### src/rtl/mem_req_pkg.sv
// Shared types and lane helpers for the memory request unit.
package mem_req_pkg;

  typedef logic [2:0] mem_req_state_t;

  localparam mem_req_state_t IDLE = 3'd0;
  localparam mem_req_state_t IACC = 3'd1;
  localparam mem_req_state_t DRD  = 3'd2;
  localparam mem_req_state_t DWR  = 3'd3;
  localparam mem_req_state_t DONE = 3'd4;

  typedef enum logic [1:0] {
    SZ_BYTE = 2'd0,
    SZ_HALF = 2'd1,
    SZ_WORD = 2'd2
  } mem_size_t;

  // Size 2'b11 falls through to the word path in both helpers.
  function automatic logic [31:0] lane_load(input logic [31:0] word, input logic [1:0] lane,
                                            input logic [1:0] size, input logic is_unsigned);
    logic [7:0]  b;
    logic [15:0] h;
    b = word[{lane, 3'b000} +: 8];
    h = lane[1] ? word[31:16] : word[15:0];
    if (size == SZ_BYTE) begin
      return is_unsigned ? {24'h0, b} : {{24{b[7]}}, b};
    end else if (size == SZ_HALF) begin
      return is_unsigned ? {16'h0, h} : {{16{h[15]}}, h};
    end
    return word;
  endfunction

  function automatic logic [31:0] lane_merge(input logic [31:0] word, input logic [31:0] wdata,
                                             input logic [1:0] lane, input logic [1:0] size);
    logic [31:0] m;
    m = word;
    if (size == SZ_BYTE) begin
      m[{lane, 3'b000} +: 8] = wdata[7:0];
    end else if (size == SZ_HALF) begin
      if (lane[1]) m[31:16] = wdata[15:0];
      else         m[15:0]  = wdata[15:0];
    end else begin
      m = wdata;
    end
    return m;
  endfunction

endpackage

### src/rtl/mem_lane_align.sv
// Combinational load extraction/extension and sub-word store merge.
module mem_lane_align
  import mem_req_pkg::*;
(
  input  logic [31:0] i_rword,
  input  logic [31:0] i_wdata,
  input  logic [1:0]  i_lane,
  input  logic [1:0]  i_size,
  input  logic        i_unsigned,
  output logic [31:0] o_load,
  output logic [31:0] o_merge
);

  assign o_load  = lane_load(i_rword, i_lane, i_size, i_unsigned);
  assign o_merge = lane_merge(i_rword, i_wdata, i_lane, i_size);

endmodule

### src/rtl/mem_request_unit.sv
// Arbitrates fetch and data ports onto one word RAM port, with sub-word RMW.
// Optional MEM_REQ_PERF_EN adds stall and access counters.
module mem_request_unit
  import mem_req_pkg::*;
#(
  parameter int unsigned RAM_WORDS = 32,
  parameter int unsigned ADDR_W    = 32
) (
  input  logic              clk,
  input  logic              nRst,
  input  logic              i_req,
  input  logic [ADDR_W-1:0] i_addr,
  output logic [31:0]       i_rdata,
  output logic              i_ack,
  input  logic              d_ren,
  input  logic              d_wen,
  input  logic [ADDR_W-1:0] d_addr,
  input  logic [1:0]        d_size,
  input  logic              d_unsigned,
  input  logic [31:0]       d_wdata,
  output logic [31:0]       d_rdata,
  output logic              d_ack,
  output logic              d_err,
  output logic [31:0]       ram_addr,
  output logic              ram_wen,
  output logic [31:0]       ram_wdata,
  input  logic [31:0]       ram_rdata,
  input  logic              ram_busy
`ifdef MEM_REQ_PERF_EN
  ,
  output logic [31:0]       perf_stall_cycles,
  output logic [31:0]       perf_accesses
`endif
);

  localparam int unsigned RAM_BYTES = RAM_WORDS * 4;
  // RAM_WORDS is expected to be a power of two so fetch wrap is a bit slice.
  localparam int unsigned BYTE_AW   = $clog2(RAM_BYTES);

  mem_req_state_t r_state, w_state_next;
  logic           r_is_data, r_err;
  logic [31:0]    r_i_rdata, r_d_rdata, r_merge;

  logic        w_d_req, w_is_byte, w_is_half, w_sub, w_misalign, w_oor, w_err;
  logic [31:0] w_fetch_addr, w_data_addr, w_load, w_merge;
  logic        w_unused_iaddr;

  assign w_d_req    = d_ren | d_wen;
  assign w_is_byte  = (d_size == SZ_BYTE);
  assign w_is_half  = (d_size == SZ_HALF);
  assign w_sub      = w_is_byte | w_is_half;
  assign w_misalign = (w_is_half & d_addr[0]) | (~w_sub & (d_addr[1:0] != 2'b00));
  assign w_oor      = (d_addr >= ADDR_W'(RAM_BYTES));
  assign w_err      = w_misalign | w_oor;

  assign w_fetch_addr   = 32'({i_addr[BYTE_AW-1:2], 2'b00});
  assign w_data_addr    = 32'({d_addr[ADDR_W-1:2], 2'b00});
  assign w_unused_iaddr = ^{i_addr[ADDR_W-1:BYTE_AW], i_addr[1:0]};

  mem_lane_align u_lane_align (
    .i_rword    (ram_rdata),
    .i_wdata    (d_wdata),
    .i_lane     (d_addr[1:0]),
    .i_size     (d_size),
    .i_unsigned (d_unsigned),
    .o_load     (w_load),
    .o_merge    (w_merge)
  );

  always_comb begin
    w_state_next = r_state;
    case (r_state)
      IDLE: begin
        if (w_d_req) begin
          if (w_err)               w_state_next = DONE;
          else if (d_wen && !w_sub) w_state_next = DWR;
          else                     w_state_next = DRD;
        end else if (i_req) begin
          w_state_next = IACC;
        end
      end
      IACC:    if (!ram_busy) w_state_next = DONE;
      DRD:     if (!ram_busy) w_state_next = d_wen ? DWR : DONE;
      DWR:     if (!ram_busy) w_state_next = DONE;
      DONE:    w_state_next = IDLE;
      default: w_state_next = IDLE;
    endcase
  end

  always_ff @(posedge clk or negedge nRst) begin
    if (!nRst) begin
      r_state   <= IDLE;
      r_is_data <= 1'b0;
      r_err     <= 1'b0;
      r_i_rdata <= 32'h0;
      r_d_rdata <= 32'h0;
      r_merge   <= 32'h0;
    end else begin
      r_state <= w_state_next;
      if (r_state == IDLE) begin
        if (w_d_req) begin
          r_is_data <= 1'b1;
          r_err     <= w_err;
          if (w_err) r_d_rdata <= 32'h0;
        end else if (i_req) begin
          r_is_data <= 1'b0;
          r_err     <= 1'b0;
        end
      end
      if (r_state == IACC && !ram_busy) r_i_rdata <= ram_rdata;
      if (r_state == DRD && !ram_busy) begin
        if (d_wen) r_merge   <= w_merge;
        else       r_d_rdata <= w_load;
      end
    end
  end

  always_comb begin
    ram_addr = 32'h0;
    case (r_state)
      IACC:     ram_addr = w_fetch_addr;
      DRD, DWR: ram_addr = w_data_addr;
      default:  ram_addr = 32'h0;
    endcase
  end

  assign ram_wen   = (r_state == DWR) & ~ram_busy;
  assign ram_wdata = (r_state == DWR) ? (w_sub ? r_merge : d_wdata) : 32'h0;

  assign i_ack   = (r_state == DONE) & ~r_is_data;
  assign d_ack   = (r_state == DONE) & r_is_data;
  assign d_err   = d_ack & r_err;
  assign i_rdata = r_i_rdata;
  assign d_rdata = r_d_rdata;

`ifdef MEM_REQ_PERF_EN
  logic [31:0] r_stall_cnt, r_access_cnt;
  logic        w_in_access;

  assign w_in_access = (r_state == IACC) | (r_state == DRD) | (r_state == DWR);

  always_ff @(posedge clk or negedge nRst) begin
    if (!nRst) begin
      r_stall_cnt  <= 32'h0;
      r_access_cnt <= 32'h0;
    end else begin
      if (w_in_access && ram_busy) r_stall_cnt  <= r_stall_cnt + 32'd1;
      if (i_ack || d_ack)          r_access_cnt <= r_access_cnt + 32'd1;
    end
  end

  assign perf_stall_cycles = r_stall_cnt;
  assign perf_accesses     = r_access_cnt;
`endif

endmodule

### config.mk
export PLATFORM = sky130hd
export DESIGN_NAME = mem_request_unit
export DESIGN_NICKNAME = d
export VERILOG_FILES = /design/src/rtl/mem_req_pkg.sv /design/src/rtl/mem_lane_align.sv /design/src/rtl/mem_request_unit.sv
export SDC_FILE = /design/constraint.sdc
export NUM_CORES = 1
export LEC_CHECK = 0
export BUFFER_PORTS_ARGS = -buffer_cell sky130_fd_sc_hd__clkbuf_2
export CAP_MARGIN = 20
export CORE_UTILIZATION = 45
export DETAILED_ROUTE_END_ITERATION = 8
export PLACE_DENSITY = 0.78
export SLEW_MARGIN = 25
export SYNTH_ARGS = -nofsm -noshare
export SYNTH_HDL_FRONTEND = slang
export SYNTH_SLANG_ARGS = --single-unit
export TNS_END_PERCENT = 50
### constraint.sdc
create_clock -name clk -period 2.05 [get_ports clk]
set_input_delay 0.41 -clock clk [delete_from_list [all_inputs] [get_ports clk]]
set_output_delay 0.41 -clock clk [all_outputs]
set_load 0.01 [all_outputs]
==> flow_summary_export.csv, run 1 <==
group,metric,value,unit
clock_tree,cts_made_buffers,9,
power,design_power_total,0.00625,W
critical_path,critPathRequiredTime,1.64,ns
power,comb_power_share,30.8,%
synthesis,postSynthAreaPerCell,9.74,um^2
critical_path,critical_path_peak_fanout,33,
status,outcome,"finished, final reports clean",
clock_tree,clockRootBuffer,"clkbuf_16",
routing,vias_per_cell,5.87,
routing,dr.pass1.iters,5,
routing,remaining_drc_errors,0,
power,swShare,31.7,%
synthesis,synth.ff_latch_count,101,
synthesis,synth_edf_count,0,
synthesis,yosysWarnings,0,
sta,timing.slew.headroom,59.1,%
sta,slew_viol_final,0,
critical_path,crit_arrival,1.58,ns
synthesis,synthAdderAreaFrac,0.817,%
die,die_area,14100,um^2
routing,drt_iter0_drc,518,
power,p_per_area,764,nW/um^2
synthesis,synth_top_family_by_area,"compound AO/OA/AOI/OAI gates",
global_routing,maximum_number_of_pins_on_one_net_before_global_route_repair,65,
finish,areaGrowthSynthToFinish,33.6,%
routing,routed_wire_length_per_instance,19.4,um
power,leakage_power_of_the_design,4.07,nW
hold_path,min_path_type,"in -> async",
routing,route.layer.met1.wl,8.67,mm
sta,setup-violations-final,0,
synthesis,post_synth_mux_area_share,16.8,%
power,cell_internal_pwr,0.00427,W
global_routing,first_global_vias,5832,
finish,postLayoutCoreUtil,61.8,%
placement,io_buffers,239,
sta,final_worst_path_period_share,97.2,%
synthesis,yosys.area.top_type_share,41.3,%
die,die_w,119,um
synthesis,postSynth.topFlopCell,"dfrtp_1",
synthesis,yosys.area_share.simple,15.5,%
clock_tree,clock_sink_count,101,
finish,fill_cells,1165,
synthesis,synthDistinctLibCells,50,
finish,finalNetCount,1018,
synthesis,most_frequent_cell_after_synthesis,"dfrtp_1",
clock_tree,cts_tree,"done",
die,rows,42,
placement,dp_hpwl,15.5,mm
clock_tree,cts.path.max_buffers,2,
critical_path,critPathKind,"reg -> out",
synthesis,synth_seq_area_share,41.3,%
routing,highest-signal-layer,"met4",
synthesis,synthesis.instances,629,
clock_tree,cts.htree.levels,3,
die,coreArea,13200,um^2
flow_run,drv.max_cap_violation_count,0,
synthesis,synth_compound_area_share,21.1,%
synthesis,async_reset_ff_share,100,%
routing,wl_met2,9.52,mm
placement,gpl_wtd_cong,0.878,
routing,met3_wirelength,1.81,mm
global_routing,antenna_found_initial,0,
sta,skew,0.00747,ns
clock_tree,clock_insertion_delay_worst_skew,0.35,ns
sta,tightestPinTransition,0.612,ns
die,initial_cell_density_of_the_core,46.3,%
placement,dpl-instance-area,7840,um^2
synthesis,netlist.top_cell.by_area,"dfrtp_1",
routing,routed_wl,20.6,mm
finish,post_route_cells_drive_above_1_share,42.7,%
global_routing,grt_pass1_wl,32.1,mm
sta,fin_crit,1.99,ns
routing,detailroute.via_count,6210,
power,worst_ir_drop_vdd,716,uV
synthesis,synth_area,6130,um^2
sta,grt_setup_unrepaired,"yes",
clock_tree,post_cts_hold_buffer_count,0,
finish,antenna_fix_cells,0,
power,p_sw,0.00198,W
synthesis,yosys-top-cells-area,"dfrtp_1 41%, mux2_2 9.9%, mux2i_1 6.5%, nand2_1 4.4%, a222oi_1 3.6%",
global_routing,total_grt_usage,29.7,%
global_routing,grt_remaining_overflow,0,
synthesis,post_synth_xor_area_fraction,0,%
finish,finalInstanceArea,8190,um^2
die,num_io_pins,269,
critical_path,timing.critical_path.to_type,"primary output",
power,power.share.clock,28.9,%
routing,route.antenna.remaining_nets,0,
critical_path,start_kind,"flop",
sta,final-hold-violation-count,0,
clock_tree,clkSlewWorstSetupHoldPaths,0.07,ns
die,die_height,119,um
power,power.share.sequential,40.2,%
synthesis,synth_commonest_cells,"101 x dfrtp_1, 71 x nand2_1, 54 x mux2_2, 47 x nor2_1, 40 x mux2i_1",
sta,max_clock_freq,0.502,GHz
-- layer usage --
layer	GRT usage, %	up-vias
met4	10.0	0
met5	0	-
li1	-	2847
met1	40.5	3019
met2	45.4	303
met3	8.11	41
-- worst max-delay path, stage by stage (launching register included) --
cell,delay [ns]
dfrtp_1,0.41
nor2b_4,0.21
nand2_1,0.10
buf_12,0.17
nor2_1,0.15
clkbuf_2,0.16
-- placed cells by master, fill, tap and decap left out, types with 2 or more instances in the layout --
cell        synthesis  final
nand3b_1            3      3
a221oi_1            8      8
ha_1                4      4
buf_4               2     48
and2_1             26     26
clkbuf_8            0      2
or3_1               2      2
a222oi_1           22     22
dfrtp_1           101    101
nor4bb_1            2      2
o22ai_1            23     23
clkinvlp_4          0      2
o21ai_0            25     25
conb_1              1      2
clkbuf_2            0    237
a21oi_1             6      6
mux2_2             54     54
buf_12              0      9
a211oi_1            8      8
a22o_1             16     16
mux2i_1            40     40
and3_1              2      2
o32ai_1             9      9
a22oi_1            28     28
a21o_1              9      9
a2111oi_4           1      2
nor2b_1            16     14
nor3_1              5      5
nand2_1            71     71
or4_1               4      4
inv_1               7      7
clkbuf_16           0      9
nand3_1             8      7
a311oi_1            6      6
nor2_1             47     46
-- power groups by stage --
stage                     Clock, W  Sequential [W]  Combinational [W]
after floorplan                  0         0.00268           0.000875
after global placement           0         0.00253            0.00189
after detailed placement         0         0.00255            0.00192
after CTS                  0.00185         0.00252            0.00193
after global routing       0.00191         0.00256            0.00207
final                      0.00181         0.00251            0.00193
-- layout make-up --
type	instances	area [um^2]	share of cell area [%]
multi-input combinational	464	3370	41.1
timing repair buffer	294	1730	21.1
inverter	7	26.3	0.321
clock inverter	5	65.1	0.795
clock buffer	11	253	3.09
sequential	101	2530	30.9
tap	176	220	2.69
-- metrics by stage --
step | hold WS, ns | setup TNS, ns | setup slack [ns] | cells
after floorplan | 0.114 | 0 | 0.0235 | 630
after global placement | 0.442 | -0.168 | -0.0430 | 1040
after global routing | 0.0815 | -0.00955 | -0.00896 | 1058
after CTS | 0.0553 | 0 | 0.0663 | 1056
after detailed placement | 0.440 | -1.72 | -0.108 | 1040
final | 0.0469 | 0 | 0.0567 | 1058
-- worst paths after layout --
path,cells past startpoint,slack (ns),endpoint,start
hold / removal,1,0.05,i_rdata[17]$_DFFE_PN0P_,nRst
min in group clk,4,0.35,r_is_data$_DFFE_PN0P_,i_req
max in group asynchronous,2,1.40,r_merge[8]$_DFFE_PN0P_,nRst
setup reg to reg,6,0.29,r_merge[31]$_DFFE_PN0P_,r_state[0]$_DFFE_PN0P_
hold reg to reg,2,0.48,r_merge[26]$_DFFE_PN0P_,r_merge[26]$_DFFE_PN0P_
setup / recovery,5,0.06,ram_wdata[4],r_state[1]$_DFFE_PN0P_
-- flip-flops by register name (all words and copies together) (netlist names) --
signal,flops
r_merge,32
r_is_data,1
r_state,3
r_err,1
i_rdata,32
d_rdata,32
-- cell families after synthesis --
logic type / after synthesis
and+or+nand+nor: 195
AOI/OAI and AO/OA: 168
muxes: 95
buffers and inverters: 65
other: 1
DFF: 101
adders and majority gates: 4
-- repair_timing --
action	CTS	global route
gates resized for setup	2	1
cloned	0	0
setup buffers	0	2
endpoints found under the setup margin	58	10
Note: power is estimated with default switching activity, not from simulation.
==> run 2: changes to the inputs <==
PLACE_DENSITY = 0.81   (was 0.78)
==> run 2 against run 1 <==
  * Cell count shrank 1.0%
  * Clock skew grew 0.0010 ns
  * Hold slack gained 0.30 ns
  * Clock power grew 6%
  * Fmax grew 1.7%
  * Non-clock buffer count shrank 11
  * Critical path type unchanged
==> flow_summary_export.csv, run 2 (same netlist as run 1, synthesis figures left out) <==
group,metric,value,unit
critical_path,critPathKind,"reg -> out",
finish,finalNetCount,1007,
global_routing,maximum_number_of_pins_on_one_net_before_global_route_repair,65,
global_routing,grt_pass1_wl,31.9,mm
global_routing,first_global_vias,5690,
flow_run,drv.max_cap_violation_count,0,
clock_tree,cts.htree.levels,3,
clock_tree,clkSlewWorstSetupHoldPaths,0.07,ns
die,die_w,119,um
finish,layout_common_cells,"237 x clkbuf_2, 101 x dfrtp_1, 70 x nand2_1",
hold_path,min_path_type,"in -> reg",
sta,final-hold-violation-count,0,
power,p_per_area,783,nW/um^2
clock_tree,cts_tree,"done",
sta,setup-violations-final,0,
routing,dr.pass1.iters,9,
sta,max_clock_freq,0.510,GHz
finish,areaGrowthSynthToFinish,32.2,%
critical_path,timing.critical_path.to_type,"primary output",
power,leakage_power_of_the_design,4.02,nW
die,initial_cell_density_of_the_core,46.3,%
die,die_area,14100,um^2
placement,dpl-instance-area,7740,um^2
routing,detailroute.via_count,6281,
critical_path,crit_arrival,1.55,ns
routing,routed_wire_length_per_instance,19.9,um
routing,drt_iter0_drc,684,
critical_path,start_kind,"flop",
die,rows,42,
finish,final_common_cell,"clkbuf_2",
placement,io_buffers,239,
die,coreArea,13200,um^2
finish,post_route_cells_drive_above_1_share,41.9,%
global_routing,antenna_found_initial,0,
routing,vias_per_cell,6.00,
clock_tree,clockRootBuffer,"clkbuf_16",
finish,final-instance-count-excl-fill,1047,
sta,slew_viol_final,0,
global_routing,grt_remaining_overflow,0,
critical_path,critical_path_peak_fanout,17,
finish,finalInstanceArea,8100,um^2
global_routing,total_grt_usage,29.5,%
placement,pre_cts_slack,-0.0545,ns
placement,post-place-cells,1029,
sta,tightestPinTransition,0.725,ns
die,num_io_pins,269,
sta,fin_setup_tns,0,ns
finish,fill_cells,1172,
clock_tree,clock_insertion_delay_worst_skew,0.35,ns
critical_path,critPathRequiredTime,1.64,ns
die,die_height,119,um
clock_tree,cts.path.max_buffers,2,
status,outcome,"finished, final reports clean",
power,worst_ir_drop_vdd,616,uV
finish,antenna_fix_cells,0,
placement,gpl_wtd_cong,0.903,
sta,fin_crit,1.96,ns
sta,skew,0.00848,ns
clock_tree,cts_made_buffers,9,
sta,timing.slew.headroom,51.3,%
clock_tree,clock_sink_count,101,
routing,route.antenna.remaining_nets,0,
sta,final_worst_path_period_share,95.6,%
sta,finalWorstSetupSlack,0.0897,ns
routing,routed_wl,20.9,mm
routing,remaining_drc_errors,0,
placement,dp_hpwl,15.3,mm
sta,grt_setup_unrepaired,"no",
[run 2: what timing repair did]
item	CTS	global route
hold buffers	1	0
buffers inserted	1	0
endpoints found under the setup margin	30	17
pin swaps	0	0
cloned	0	0
gates resized for setup	1	1
hold endpoints to repair	25	0
[run 2: through the flow]
| step | hold WS (ns) | util, % | power (W) |
|---|---|---|---|
| floorplan | 0.114 | - | 0.00356 |
| global placement | 0.358 | 58.5 | 0.00440 |
| detailed placement | 0.361 | 58.5 | 0.00445 |
| CTS | 0.331 | 61.1 | 0.00637 |
| global route | 0.347 | 61.2 | 0.00662 |
| finish | 0.345 | 61.2 | 0.00635 |
[run 2: area by class of cell]
class | count | area (um^2) | area share [%]
clock buffer | 10 | 239 | 2.95
clock inverter | 6 | 91.3 | 1.13
inverter | 7 | 26.3 | 0.324
multi-input combinational | 464 | 3360 | 41.5
sequential | 101 | 2530 | 31.2
tap | 176 | 220 | 2.72
timing repair buffer | 283 | 1630 | 20.2
[run 2: routing by layer]
| metal | wire (um) | global-route usage (%) | vias up |
|---|---|---|---|
| met5 | 0 | 0 | - |
| met4 | 837 | 12.6 | 0 |
| met3 | 1910 | 5.26 | 70 |
| li1 | - | - | 2828 |
| met2 | 9470 | 45.2 | 375 |
| met1 | 8660 | 40.9 | 3008 |
[run 2: worst paths after layout]
kind                       cells past startpoint                      end                     from  slack (ns)
min reg2reg                                    2  r_merge[26]$_DFFE_PN0P_  r_merge[26]$_DFFE_PN0P_        0.48
max in group asynchronous                      3  i_rdata[27]$_DFFE_PN0P_                     nRst        0.95
min in group asynchronous                      2  i_rdata[16]$_DFFE_PN0P_                     nRst        0.52
max                                            5            ram_wdata[27]   r_state[1]$_DFFE_PN0P_        0.09
min                                            4    r_is_data$_DFFE_PN0P_                    i_req        0.34
max reg2reg                                    6  r_merge[20]$_DFFE_PN0P_   r_state[1]$_DFFE_PN0P_        0.17
[run 2: worst max-delay path, stage by stage (launching register included)]
cell and delay [ns]:
dfrtp_1 0.38, nor2b_2 0.19, nand2_2 0.14, buf_4 0.22
nor2_1 0.13, clkbuf_2 0.14
[run 2: power breakdown]
part | switching (W) | leakage [nW] | internal (W)
combinational | 0.00102 | 2.51 | 0.000900
clock | 0.000796 | 0.164 | 0.00112
sequential | 0.000178 | 1.35 | 0.00233
total | 0.00200 | 4.02 | 0.00435
==> run 3: changes to the inputs <==
PLACE_DENSITY = 0.8   (was 0.81)
SYNTH_HIERARCHICAL = 1   (was not set)
==> run 3 against run 2 <==
  * Combinational power shrank 15%
  * Fmax shrank 0.38%
  * Clock skew down 0.00087 ns
  * Register-to-register slack better by 0.18 ns
  * Highest routed layer unchanged
  * Synthesized cell count grew 5.1%
  * Critical path depth unchanged
  * Routed wire length is 2.5% lower
  * Die area rose by 1.1%
  * Non-clock buffer count shrank 3
==> flow_summary_export.csv, run 3 <==
group,metric,value,unit
status,outcome,"finished, final reports clean",
finish,regArea,2530,um^2
clock_tree,cts_made_buffers,9,
clock_tree,cts.htree.levels,3,
synthesis,yosys-top-cells-area,"dfrtp_1 41%, nand2_1 8.0%, mux2_2 7.8%, mux2i_1 5.7%, mux2_1 5.1%",
routing,drt_iter0_drc,457,
placement,dp_hpwl,14.8,mm
finish,fill_cells,1174,
clock_tree,post_cts_hold_buffer_count,0,
finish,area_of_the_multi_input_gates,3400,um^2
die,rows,42,
die,die_area,14200,um^2
synthesis,synth_area,6190,um^2
die,coreArea,13300,um^2
critical_path,crit_arrival,1.56,ns
finish,finalNetCount,1049,
routing,routed_wl,20.4,mm
finish,final_common_cell,"clkbuf_2",
placement,io_buffers,239,
sta,tightestPinTransition,0.553,ns
clock_tree,clkSlewWorstSetupHoldPaths,0.07,ns
placement,gpl_wtd_cong,0.922,
critical_path,r2r_slack,0.35,ns
critical_path,r2r-start,"r_state[1]$_DFFE_PN0P_",
synthesis,synth_edf_count,0,
die,die_height,119,um
sta,setup-violations-final,0,
routing,detailroute.via_count,6152,
critical_path,timing.critical_path.to_type,"primary output",
power,leakage_power_of_the_design,4.18,nW
global_routing,first_global_vias,5783,
synthesis,yosysWarnings,6,
global_routing,grt_pass1_wl,31.5,mm
critical_path,timing.reg2reg.worst_path_depth,6,
critical_path,path_cells,"nor2b_4 > nand2_1 > buf_12 > nor2_1 > clkbuf_2",
sta,final-hold-violation-count,0,
sta,timing.slew.headroom,63.1,%
sta,fin_crit,1.97,ns
finish,layout_common_cells,"237 x clkbuf_2, 132 x nand2_1, 98 x dfrtp_1",
finish,antenna_fix_cells,0,
synthesis,synth_commonest_cells,"132 x nand2_1, 101 x dfrtp_1, 50 x nor2_1, 43 x mux2_2, 42 x o21ai_0",
global_routing,total_grt_usage,29.1,%
power,design_power_total,0.00581,W
synthesis,yosys.area.top_type_share,40.8,%
critical_path,critical_path_buf_inv_count,2,
synthesis,postSynth.topFlopCell,"dfrtp_1",
critical_path,critPathKind,"reg -> out",
critical_path,critical_path_peak_fanout,33,
power,p_per_area,719,nW/um^2
synthesis,async_reset_ff_share,100,%
flow_run,drv.max_cap_violation_count,0,
die,initial_cell_density_of_the_core,46.4,%
critical_path,critical-path-slowest-cell,"dfrtp_2",
die,num_io_pins,269,
sta,grt_setup_unrepaired,"no",
finish,post_route_cells_drive_above_1_share,39.5,%
sta,slew_viol_final,0,
clock_tree,clock_insertion_delay_worst_skew,0.36,ns
synthesis,synth.ff_latch_count,101,
clock_tree,cts_tree,"done",
die,die_w,119,um
critical_path,start_kind,"flop",
synthesis,synthesis.instances,661,
sta,max_clock_freq,0.508,GHz
sta,skew,0.00762,ns
critical_path,crit-reg2reg-capture,"d_rdata[1]$_DFF_PN0_",
synthesis,netlist.top_cell.by_area,"dfrtp_1",
hold_path,min_path_type,"in -> async",
critical_path,critPathRequiredTime,1.64,ns
clock_tree,cts.path.max_buffers,2,
global_routing,antenna_found_initial,0,
routing,vias_per_cell,5.65,
routing,dr.pass1.iters,5,
critical_path,cpLargestDelayFamily,"flip-flops",
sta,final_worst_path_period_share,96.0,%
synthesis,synth_seq_area_share,40.8,%
routing,routed_wire_length_per_instance,18.7,um
global_routing,maximum_number_of_pins_on_one_net_before_global_route_repair,102,
synthesis,postSynthAreaPerCell,9.37,um^2
critical_path,worst_path_largest_cell_delay,0.46,ns
synthesis,most_frequent_cell_after_synthesis,"nand2_1",
clock_tree,clock_sink_count,101,
routing,remaining_drc_errors,0,
global_routing,grt_remaining_overflow,0,
sta,fin_setup_tns,0,ns
clock_tree,clockRootBuffer,"clkbuf_16",
routing,route.antenna.remaining_nets,0,
synthesis,synthDistinctLibCells,54,
power,worst_ir_drop_vdd,638,uV
finish,areaGrowthSynthToFinish,30.6,%
run 3: cell count changes after synthesis, moves of 11 or more:
| cell | delta |
|---|---|
| mux2_2 | -11 |
| a221o_1 | +15 |
| o21ai_0 | +17 |
| clkbuf_1 | -28 |
| o22ai_1 | -21 |
| a22oi_1 | -11 |
| a222oi_1 | -22 |
| nand2_1 | +61 |
| mux2_1 | +28 |
run 3: where the power goes:
group / internal, W / switching, W / leakage [nW] / total [W]
Combinational: 0.000775 / 0.000863 / 2.69 / 0.00164
Clock: 0.000922 / 0.000752 / 0.146 / 0.00167
Sequential: 0.00232 / 0.000185 / 1.35 / 0.00250
run 3: worst register-to-register path, delay by kind of cell, from the launching register on:
kind | cells | cell delay [ns]
AO/OA/AOI/OAI | 3 | 0.54
flip-flops | 1 | 0.46
buffers and inverters | 2 | 0.36
AND/OR/NAND/NOR | 1 | 0.22
run 3: per-layer routing:
layer	routed length [um]	vias to the layer above	global-route usage, %	part of all wire (%)
met2	10100	307	48.7	49
met4	546	0	12.4	2.7
met5	0	-	0	0
met1	8090	2969	35.8	40
met3	1660	43	6.99	8.2
li1	-	2833	-	-
run 3: how the worst max path moves through the flow:
stage,startpoint,endpoint,slack [ns],cells after the start
floorplan,d_addr[1],r_merge[16]$_DFFE_PN0P_,0.006,8
global route,r_state[2]$_DFFE_PN0P_,ram_wdata[9],0.004,5
global placement,d_addr[0],r_merge[18]$_DFFE_PN0P_,-0.13,8
CTS,r_state[1]$_DFFE_PN0P_,ram_addr[10],0.01,4
finish,r_state[2]$_DFFE_PN0P_,ram_wdata[31],0.08,5
detailed placement,d_addr[0],r_merge[21]$_DFFE_PN0P_,-0.16,8
run 3: final cells by class:
cell class                      count  share of cell area, %
Multi-Input combinational cell    507                   42.0
Sequential cell                   101                   31.3
Timing Repair Buffer              280                   20.0
Clock buffer                       13                   3.34
Tap cell                          176                   2.72
Inverter                            8                  0.418
Clock inverter                      3                  0.232
run 3: cells by family (layout without fill, tap and decap cells):
logic type	Yosys count	after routing	synth area share, %
buffers and inverters	54	304	4.91
AND/OR/NAND/NOR	263	263	20.1
flip-flops	101	101	40.8
adder cells (fa/ha/maj)	5	5	1.01
multiplexers	106	106	18.6
AO/OA/AOI/OAI	131	131	14.5
other	1	2	0.0605
run 3: metrics by stage:
stage | worst slack [ns] | utilization [%] | hold WS (ns) | instances | cell area, um^2
6_report | 0.0822 | 60.6 | 0.113 | 1088 | 8090
5_1_grt | 0.00426 | 60.6 | 0.164 | 1088 | 8090
4_1_cts | 0.0145 | 60.2 | 0.142 | 1083 | 8030
3_5_place_dp | -0.160 | 58.0 | 0.474 | 1067 | 7740
3_3_place_gp | -0.130 | 58.0 | 0.460 | 1067 | 7740
2_1_floorplan | 0.00579 | - | 0.114 | 662 | 6220
run 3: repair_timing:
action	CTS	global route
gates resized for setup	3	6
setup buffers	0	5
setup endpoints to repair	48	58
